[src/rtl/lfsr_stream_gen.sv]
// Runtime-configurable Galois LFSR pattern generator.
// Emits N-bit words on a valid/ready stream with lockup protection.
module lfsr_stream_gen #(
    parameter int LFSR_WIDTH = 16,
    parameter int LFSR_OUTPUT_BITS_PER_CLOCK = 8,
    parameter logic [LFSR_WIDTH-1:0] DEFAULT_POLY = 16'hB400,
    parameter logic [LFSR_WIDTH-1:0] DEFAULT_SEED = 16'h0001
) (
    input  logic                                  clk,
    input  logic                                  reset,
    input  logic                                  cfg_load,
    input  logic [LFSR_WIDTH-1:0]                 cfg_poly,
    input  logic [LFSR_WIDTH-1:0]                 cfg_seed,
    input  logic                                  init,
    input  logic                                  enable,
    output logic [LFSR_OUTPUT_BITS_PER_CLOCK-1:0] out,
    output logic                                  out_valid,
    input  logic                                  out_ready,
    output logic [LFSR_WIDTH-1:0]                 state,
    output logic                                  lockup_err,
    output logic [31:0]                           word_count
);
    localparam int W = LFSR_WIDTH;
    localparam int N = LFSR_OUTPUT_BITS_PER_CLOCK;

    logic [W-1:0]  poly_q, poly_d;
    logic [W-1:0]  seed_q, seed_d;
    logic [W-1:0]  state_q, state_d;
    logic [N-1:0]  out_q, out_d;
    logic          valid_q, valid_d;
    logic          lock_q, lock_d;
    logic [31:0]   wc_q, wc_d;

    logic [W-1:0]  chain [0:N];
    logic [N-1:0]  word;
    logic          adv;
    logic          hs;
    logic          wr;
    logic [W-1:0]  cand;

    // Unrolled stepper: chain[k] is the state before step k.
    assign chain[0] = state_q;
    for (genvar k = 0; k < N; k++) begin : g_step
        assign word[N-1-k] = chain[k][0];
        assign chain[k+1]  = (chain[k] >> 1) ^ ({W{chain[k][0]}} & poly_q);
    end

    assign adv = enable && (!valid_q || out_ready);
    assign hs  = valid_q && out_ready;

    always_comb begin
        poly_d  = poly_q;
        seed_d  = seed_q;
        state_d = state_q;
        out_d   = out_q;
        valid_d = valid_q;
        lock_d  = lock_q;
        wc_d    = wc_q + 32'(hs);
        cand    = '0;
        wr      = 1'b0;

        if (cfg_load) begin
            poly_d  = cfg_poly;
            seed_d  = cfg_seed;
            valid_d = 1'b0;
            lock_d  = 1'b0;
            cand    = cfg_seed;
            wr      = 1'b1;
        end else if (init) begin
            valid_d = 1'b0;
            cand    = seed_q;
            wr      = 1'b1;
        end else if (adv) begin
            out_d   = word;
            valid_d = 1'b1;
            cand    = chain[N];
            wr      = 1'b1;
        end else if (hs) begin
            valid_d = 1'b0;
        end

        // A zero state would stick forever; substitute 1 and flag it.
        if (wr) begin
            if (cand == '0) begin
                state_d = W'(1);
                lock_d  = 1'b1;
            end else begin
                state_d = cand;
            end
        end
    end

    always_ff @(posedge clk) begin
        if (reset) begin
            poly_q  <= DEFAULT_POLY;
            seed_q  <= DEFAULT_SEED;
            state_q <= DEFAULT_SEED;
            out_q   <= '0;
            valid_q <= 1'b0;
            lock_q  <= 1'b0;
            wc_q    <= '0;
        end else begin
            poly_q  <= poly_d;
            seed_q  <= seed_d;
            state_q <= state_d;
            out_q   <= out_d;
            valid_q <= valid_d;
            lock_q  <= lock_d;
            wc_q    <= wc_d;
        end
    end

    assign out        = out_q;
    assign out_valid  = valid_q;
    assign state      = state_q;
    assign lockup_err = lock_q;
    assign word_count = wc_q;
endmodule
[config.mk]
export PLATFORM = sky130hd
export DESIGN_NAME = lfsr_stream_gen
export DESIGN_NICKNAME = d
export VERILOG_FILES = /design/src/rtl/lfsr_stream_gen.sv
export SDC_FILE = /design/constraint.sdc
export NUM_CORES = 1
export LEC_CHECK = 0
export ABC_AREA = 0
export CAP_MARGIN = 20
export CORE_MARGIN = 10
export CORE_UTILIZATION = 57
export DETAILED_ROUTE_END_ITERATION = 8
export GPL_TIMING_DRIVEN = 0
export PLACE_DENSITY = 0.82
export SLEW_MARGIN = 30
export SYNTH_ARGS = -nofsm -noshare
export SYNTH_HDL_FRONTEND = slang
export SYNTH_SLANG_ARGS = --single-unit
[constraint.sdc]
create_clock -name clk -period 6.2 [get_ports clk]
set_input_delay 1.86 -clock clk [delete_from_list [all_inputs] [get_ports clk]]
set_output_delay 1.86 -clock clk [all_outputs]
set_load 0.02 [all_outputs]
==> results.sh <==
export IMPL_critical_path_endpoint="state[0]"
export IMPL_place_port_buffers=94
export IMPL_fillers=1059
export IMPL_root_buffer="clkbuf_16"
export IMPL_fmax_mhz=175
export IMPL_synth_cell_type_count=83
export IMPL_multi_input_gate_area_in_the_final_layout_sq_um=4970
export IMPL_wire_length_of_the_first_global_routing_pass_mm=39.6
export IMPL_postSynthCellCount=965
export IMPL_syn_cell_area_sq_um=7310
export IMPL_report_final_slew_viol_count=0
export IMPL_cp_end_kind="flip-flop"
export IMPL_synth_area_leader_cell="dfxtp_1"
export IMPL_grt_pass1_vias=7145
export IMPL_result_of_the_run="complete, but fails checks"
export IMPL_grt_setup_unrepaired="no"
export IMPL_regToRegSetupSlack_ns=0.48
export IMPL_detail_route_antenna_nets=0
export IMPL_post_cts_resized_instances=0
export IMPL_power_per_cell_area_nw_per_um2=265
export IMPL_gpl_final_weighted_congestion=0.989
export IMPL_ioPinCount=96
export IMPL_cts_hold_fix_buffers=0
export IMPL_gr_usage_all_layers_pct=27.4
export IMPL_synth_warning_count=0
export IMPL_design_area_sq_um=8770
export IMPL_fin_nets=1110
export IMPL_register_bit_count_reported_by_yosys=90
export IMPL_hold_path_class="reg2reg"
export IMPL_router_iterations_before_antenna_repair=8
export IMPL_syn_to_final_growth_pct=20.1
export IMPL_drt_initial_drc_count=1077
export IMPL_power_static_leakage_nw=3.24
export IMPL_placed_inst_area_sq_um=8460
export IMPL_die_area_sq_um=17700
export IMPL_routed_wl_mm=25.8
export IMPL_synth_sequential_area_ratio_pct=24.7
export IMPL_antenna_found_initial=1
export IMPL_maxSlewHeadroom_pct=26.4
export IMPL_syn_mean_instance_area_sq_um=7.57
export IMPL_layout_cells_non_filler=1247
export IMPL_crit_reg2reg_capture="state[0]"
export IMPL_drive_gt1_share_pct=7.72
export IMPL_synth_enable_flop_cells=0
export IMPL_layout_core_utilization_pct=69.8
export IMPL_htree_levels=3
export IMPL_grt_start_max_net_pins=20
export IMPL_worst_slew_pin_slew_ns=1.08
export IMPL_routed_wire_length_per_instance_microns=20.6
export IMPL_r2r_start="poly_q[0]"
export IMPL_drv_max_cap_violation_count=0
export IMPL_synthTopCellsByArea="dfxtp_1 25%, xnor2_1 7.3%, mux2i_1 6.0%"
export IMPL_synth_top_area_share_pct=24.7
export IMPL_fin_tns_setup_ns=0
export IMPL_cp_max_fo=10
export IMPL_grt_overflow=0
export IMPL_post_synth_top_count_cell="nand2_1"
export IMPL_die_w_microns=133
export IMPL_timing_final_crit_share_pct=92.2
export IMPL_min_from="out[7]"
export IMPL_vdd_ir_drop_worst_mv=0.223
export IMPL_crit_type="reg2reg"
export IMPL_rows=41
export IMPL_worstPathRequired_ns=6.48
export IMPL_dr_total_vias=7974
export IMPL_drc_errors=1
export IMPL_synth_top_cells_by_count="111 x nand2_1, 104 x nor2_1, 90 x dfxtp_1"
export IMPL_cts_num_sinks=90
export IMPL_core_sq_um=12600
export IMPL_clock_skew_final_ns=0.0200
export IMPL_viasPerCell=6.39
export IMPL_dp_hpwl_mm=19.3
export IMPL_finalSetupViolCount=0
export IMPL_hold_violations=0
export IMPL_dieHeight_microns=133
export IMPL_crit_path_start_kind="flip-flop"
export IMPL_initial_utilization_pct=58.1
export IMPL_failed_checks="DRC"
export IMPL_clock_insertion_delay_worst_skew_ns=0.37
export IMPL_postSynthNetCount=1005
export IMPL_async_flop_share_pct=0
export IMPL_seqCellArea_sq_um=1800
export IMPL_cp_data_arrival_time_ns=6.00
export IMPL_cts_setup_buffers=0
export IMPL_dpl_cell_count=1231
export IMPL_numCtsBuffers=9
export IMPL_worst_reg2reg_path_depth=17
export IMPL_worst_setup_hold_path_clk_slew_ns=0.07
export IMPL_period_needed_ns=5.72
export IMPL_antenna_cells=0
export IMPL_critical_path_launch_point="poly_q[0]"
export IMPL_synth_main_ff_cell="dfxtp_1"
export IMPL_clockBufferDepth=2
export IMPL_clock_tree_from_tritoncts="done"
==> worst max-delay path: stages (launching register included) <==
cell and delay, ns:
dfxtp_1 0.44, buf_4 0.20, buf_4 0.19, clkbuf_1 0.46, clkbuf_1 0.43, clkbuf_1 0.42, clkbuf_1 0.42, clkbuf_1 0.42
buf_1 0.55, nor2_1 0.12, o211ai_1 0.19, o211ai_1 0.15, xnor2_1 0.32, xnor2_1 0.18, o41ai_1 0.39, nand4_1 0.14
or4_4 0.45, nand4bb_1 0.16
==> where the power goes <==
part           total [mW]  internal [mW]  switching, mW
combinational        1.13          0.457          0.673
sequential          0.631          0.605         0.0263
clock               0.567          0.288          0.280
total                2.33           1.35          0.979
==> layout make-up <==
type	instances	share of cell area (%)
Multi-Input combinational cell	757	56.6
Timing Repair Buffer	94	10.7
Buffer	103	5.55
Clock buffer	9	2.57
Clock inverter	7	0.927
Inverter	15	0.642
Sequential cell	90	20.5
Tap cell	172	2.45
==> stage by stage <==
stage / setup WS [ns] / total power [mW] / hold slack, ns
global route: 0.180 / 2.41 / 0.478
CTS: 0.686 / 2.29 / 0.457
global placement: 0.689 / 1.72 / 0.445
detailed placement: 0.749 / 1.72 / 0.447
finish: 0.485 / 2.33 / 0.458
floorplan: 1.85 / 1.44 / 0.430
==> worst min path at each step <==
stage / endpoint / cells after the start
3_3_place_gp: out[1] / 2
2_1_floorplan: seed_q[0] / 2
6_report: out[7] / 2
5_1_grt: out[3] / 2
4_1_cts: out[7] / 2
3_5_place_dp: out[7] / 2
==> placed cells by master, fill, tap and decap left out, drive strengths merged, types with 6 or more instances in the layout <==
cell,count
nand3,31
o211ai,18
a211oi,14
and3,12
nand2b,9
nor3,16
xor2,28
or3,12
or4,8
a21oi,69
and2,8
clkdlybuf4s50,94
o31ai,6
mux2i,44
o21ai,58
clkinv,6
dfxtp,90
nand2,113
nor4,8
a221oi,6
inv,16
a22o,20
xnor2,64
xnor3,6
a32oi,13
a22oi,13
buf,46
nand4,10
clkbuf,66
nor2,104
==> state kept, by name, summed over array words and instances, names as in the netlist <==
| name | count |
|---|---|
| lockup_err | 1 |
| seed_q | 16 |
| poly_q | 16 |
| out | 8 |
| out_valid | 1 |
| state | 16 |
| word_count | 32 |
==> layer usage <==
metal,wire length [microns],GRT usage (%),part of all wire [%],vias up
met5,0,0,0,-
met1,10700,36.5,42,3725
met4,744,8.10,2.9,0
met2,11600,43.2,45,522
li1,-,-,-,3657
met3,2740,6.09,11,70
==> cells by family (layout without fill, tap and decap cells) <==
| kind of cell | Yosys count | count (layout) | synth area share [%] |
|---|---|---|---|
| AND/OR/NAND/NOR | 347 | 347 | 22.6 |
| AO/OA/AOI/OAI | 265 | 265 | 25.1 |
| buffers and inverters | 118 | 228 | 7.43 |
| XOR/XNOR | 99 | 99 | 13.9 |
| flip-flops | 90 | 90 | 24.7 |
| multiplexers | 44 | 44 | 6.03 |
| adder cells (fa/ha/maj) | 2 | 2 | 0.342 |
Note: power is estimated with default switching activity, not from simulation.
==> RTL edit: new RTL, same flow settings <==
The parameter `LFSR_WIDTH` goes from 16 to 32.
--- a/src/rtl/lfsr_stream_gen.sv
+++ b/src/rtl/lfsr_stream_gen.sv
@@ -3,3 +3,3 @@
 module lfsr_stream_gen #(
-    parameter int LFSR_WIDTH = 16,
+    parameter int LFSR_WIDTH = 32,
     parameter int LFSR_OUTPUT_BITS_PER_CLOCK = 8,
Interface: changed (resized cfg_poly, cfg_seed and state); port bits go from 96 to 144. No check against the original RTL was run, so the function may have changed too.
==> RTL edit against the unedited design <==
The flow finishes with violations (negative setup slack). Total power grew 80%. Utilization up 2.4 points. Wire length grew 98%. Area after synthesis is 57% higher. First-iteration DRC count is 79% higher. Final area is 62% higher. Sequential cell count grew 48. Setup slack got worse by 0.58 ns. Hold slack better by 0.0038 ns.
==> RTL edit: results (changes against the unedited design) <==
* Ranking of synthesized cells by instance count: 186 x nand2_1, 156 x nor2_1, 138 x dfxtp_1, 125 x xnor2_1, 107 x clkbuf_1
* Count of buffers not belonging to the clock network in the layout: 330 (+68%)
- Ranked by total cell area, the synthesized netlist is headed by dfxtp_1 24%, xnor2_1 9.5%, nand2_1 6.1%, mux2i_1 5.7%, nor2_1 5.1%.
- The highest ir drop seen on vdd came to 0.163 mV (-27%).
- Invs w/o clock: 34 (+19)
* Worst setup slack after layout: -0.0934 ns (-0.578 ns)
* Overall global routing resource usage: 0.367 (+0.0931)
- The global-route wire length before repair came to 75.3 mm (+90%).
- The count of buffers inserted at the top-level ports came to 142 (+51%).
* Post-CTS setup buffers: 5 (+5)
- The signal arrival time at the worst endpoint was 6.62 ns (+0.62 ns).
* Total number of vias: 13500 (+69%)
- The insertion delay of the later-clocked pin in the worst-skew pair is 0.45 ns (+0.08 ns).
- The power in combinational cells was 2.10 mW (+86%).
- Post-synthesis sequential area ratio: 0.241 (-0.00565)
- Global routing met1 resource utilization: 0.450 (+0.0851)
- Failing checks: negative setup slack
- The total half-perimeter wirelength after legalization and detailed placement was 38.0 mm (+97%).
- The number of DRC markers after the initial detailed-route iteration came to 1924 (+79%).
- The largest stage delay on the critical path came to 0.84 ns (+0.29 ns).
- Run status: complete, but fails checks
* Category of cells accounting for the largest share of critical-path delay: compound AO/OA/AOI/OAI gates
* Net count of the mapped netlist: 1615 (+61%)
* Routed length on met2: 21.6 mm (+86%)
- Power share of the clock group: 0.261 (+0.017)
- Post-route clock skew: 0.0168 ns (-0.00328 ns)
- Endpoints failing setup: 32 (+32)
==> RTL edit: cell count changes after synthesis, sizes merged, moves of 28 or more <==
cell / unedited run / this run
buf: 46 / 74
dfxtp: 90 / 138
a22oi: 13 / 41
clkbuf: 57 / 107
a21oi: 69 / 105
xnor2: 64 / 126
nand2: 113 / 186
nor2: 104 / 156
==> RTL edit: logic make-up after synthesis <==
logic type	after synthesis	synth area share
xor+xnor	172	0.139
simple gates	492	0.191
fa+ha+maj	2	0.00218
flops	138	0.241
compound gates	455	0.280
buf+inv	215	0.0847
mux	69	0.0610
==> RTL edit: final timing paths <==
check,startpoint,endpoint,slack (ns),cells past startpoint
min reg2reg,out[7],out[7],0.46,2
min,out[7],out[7],0.46,2
max,state[1],state[1],-0.09,20
max reg2reg,state[1],state[1],-0.09,20
==> RTL edit: through the flow <==
step                std cells  total power, mW
floorplan                1543             2.26
global placement         1950             2.85
detailed placement       1950             2.87
CTS                      1986             4.00
global route             1989             4.28
finish                   1989             4.18
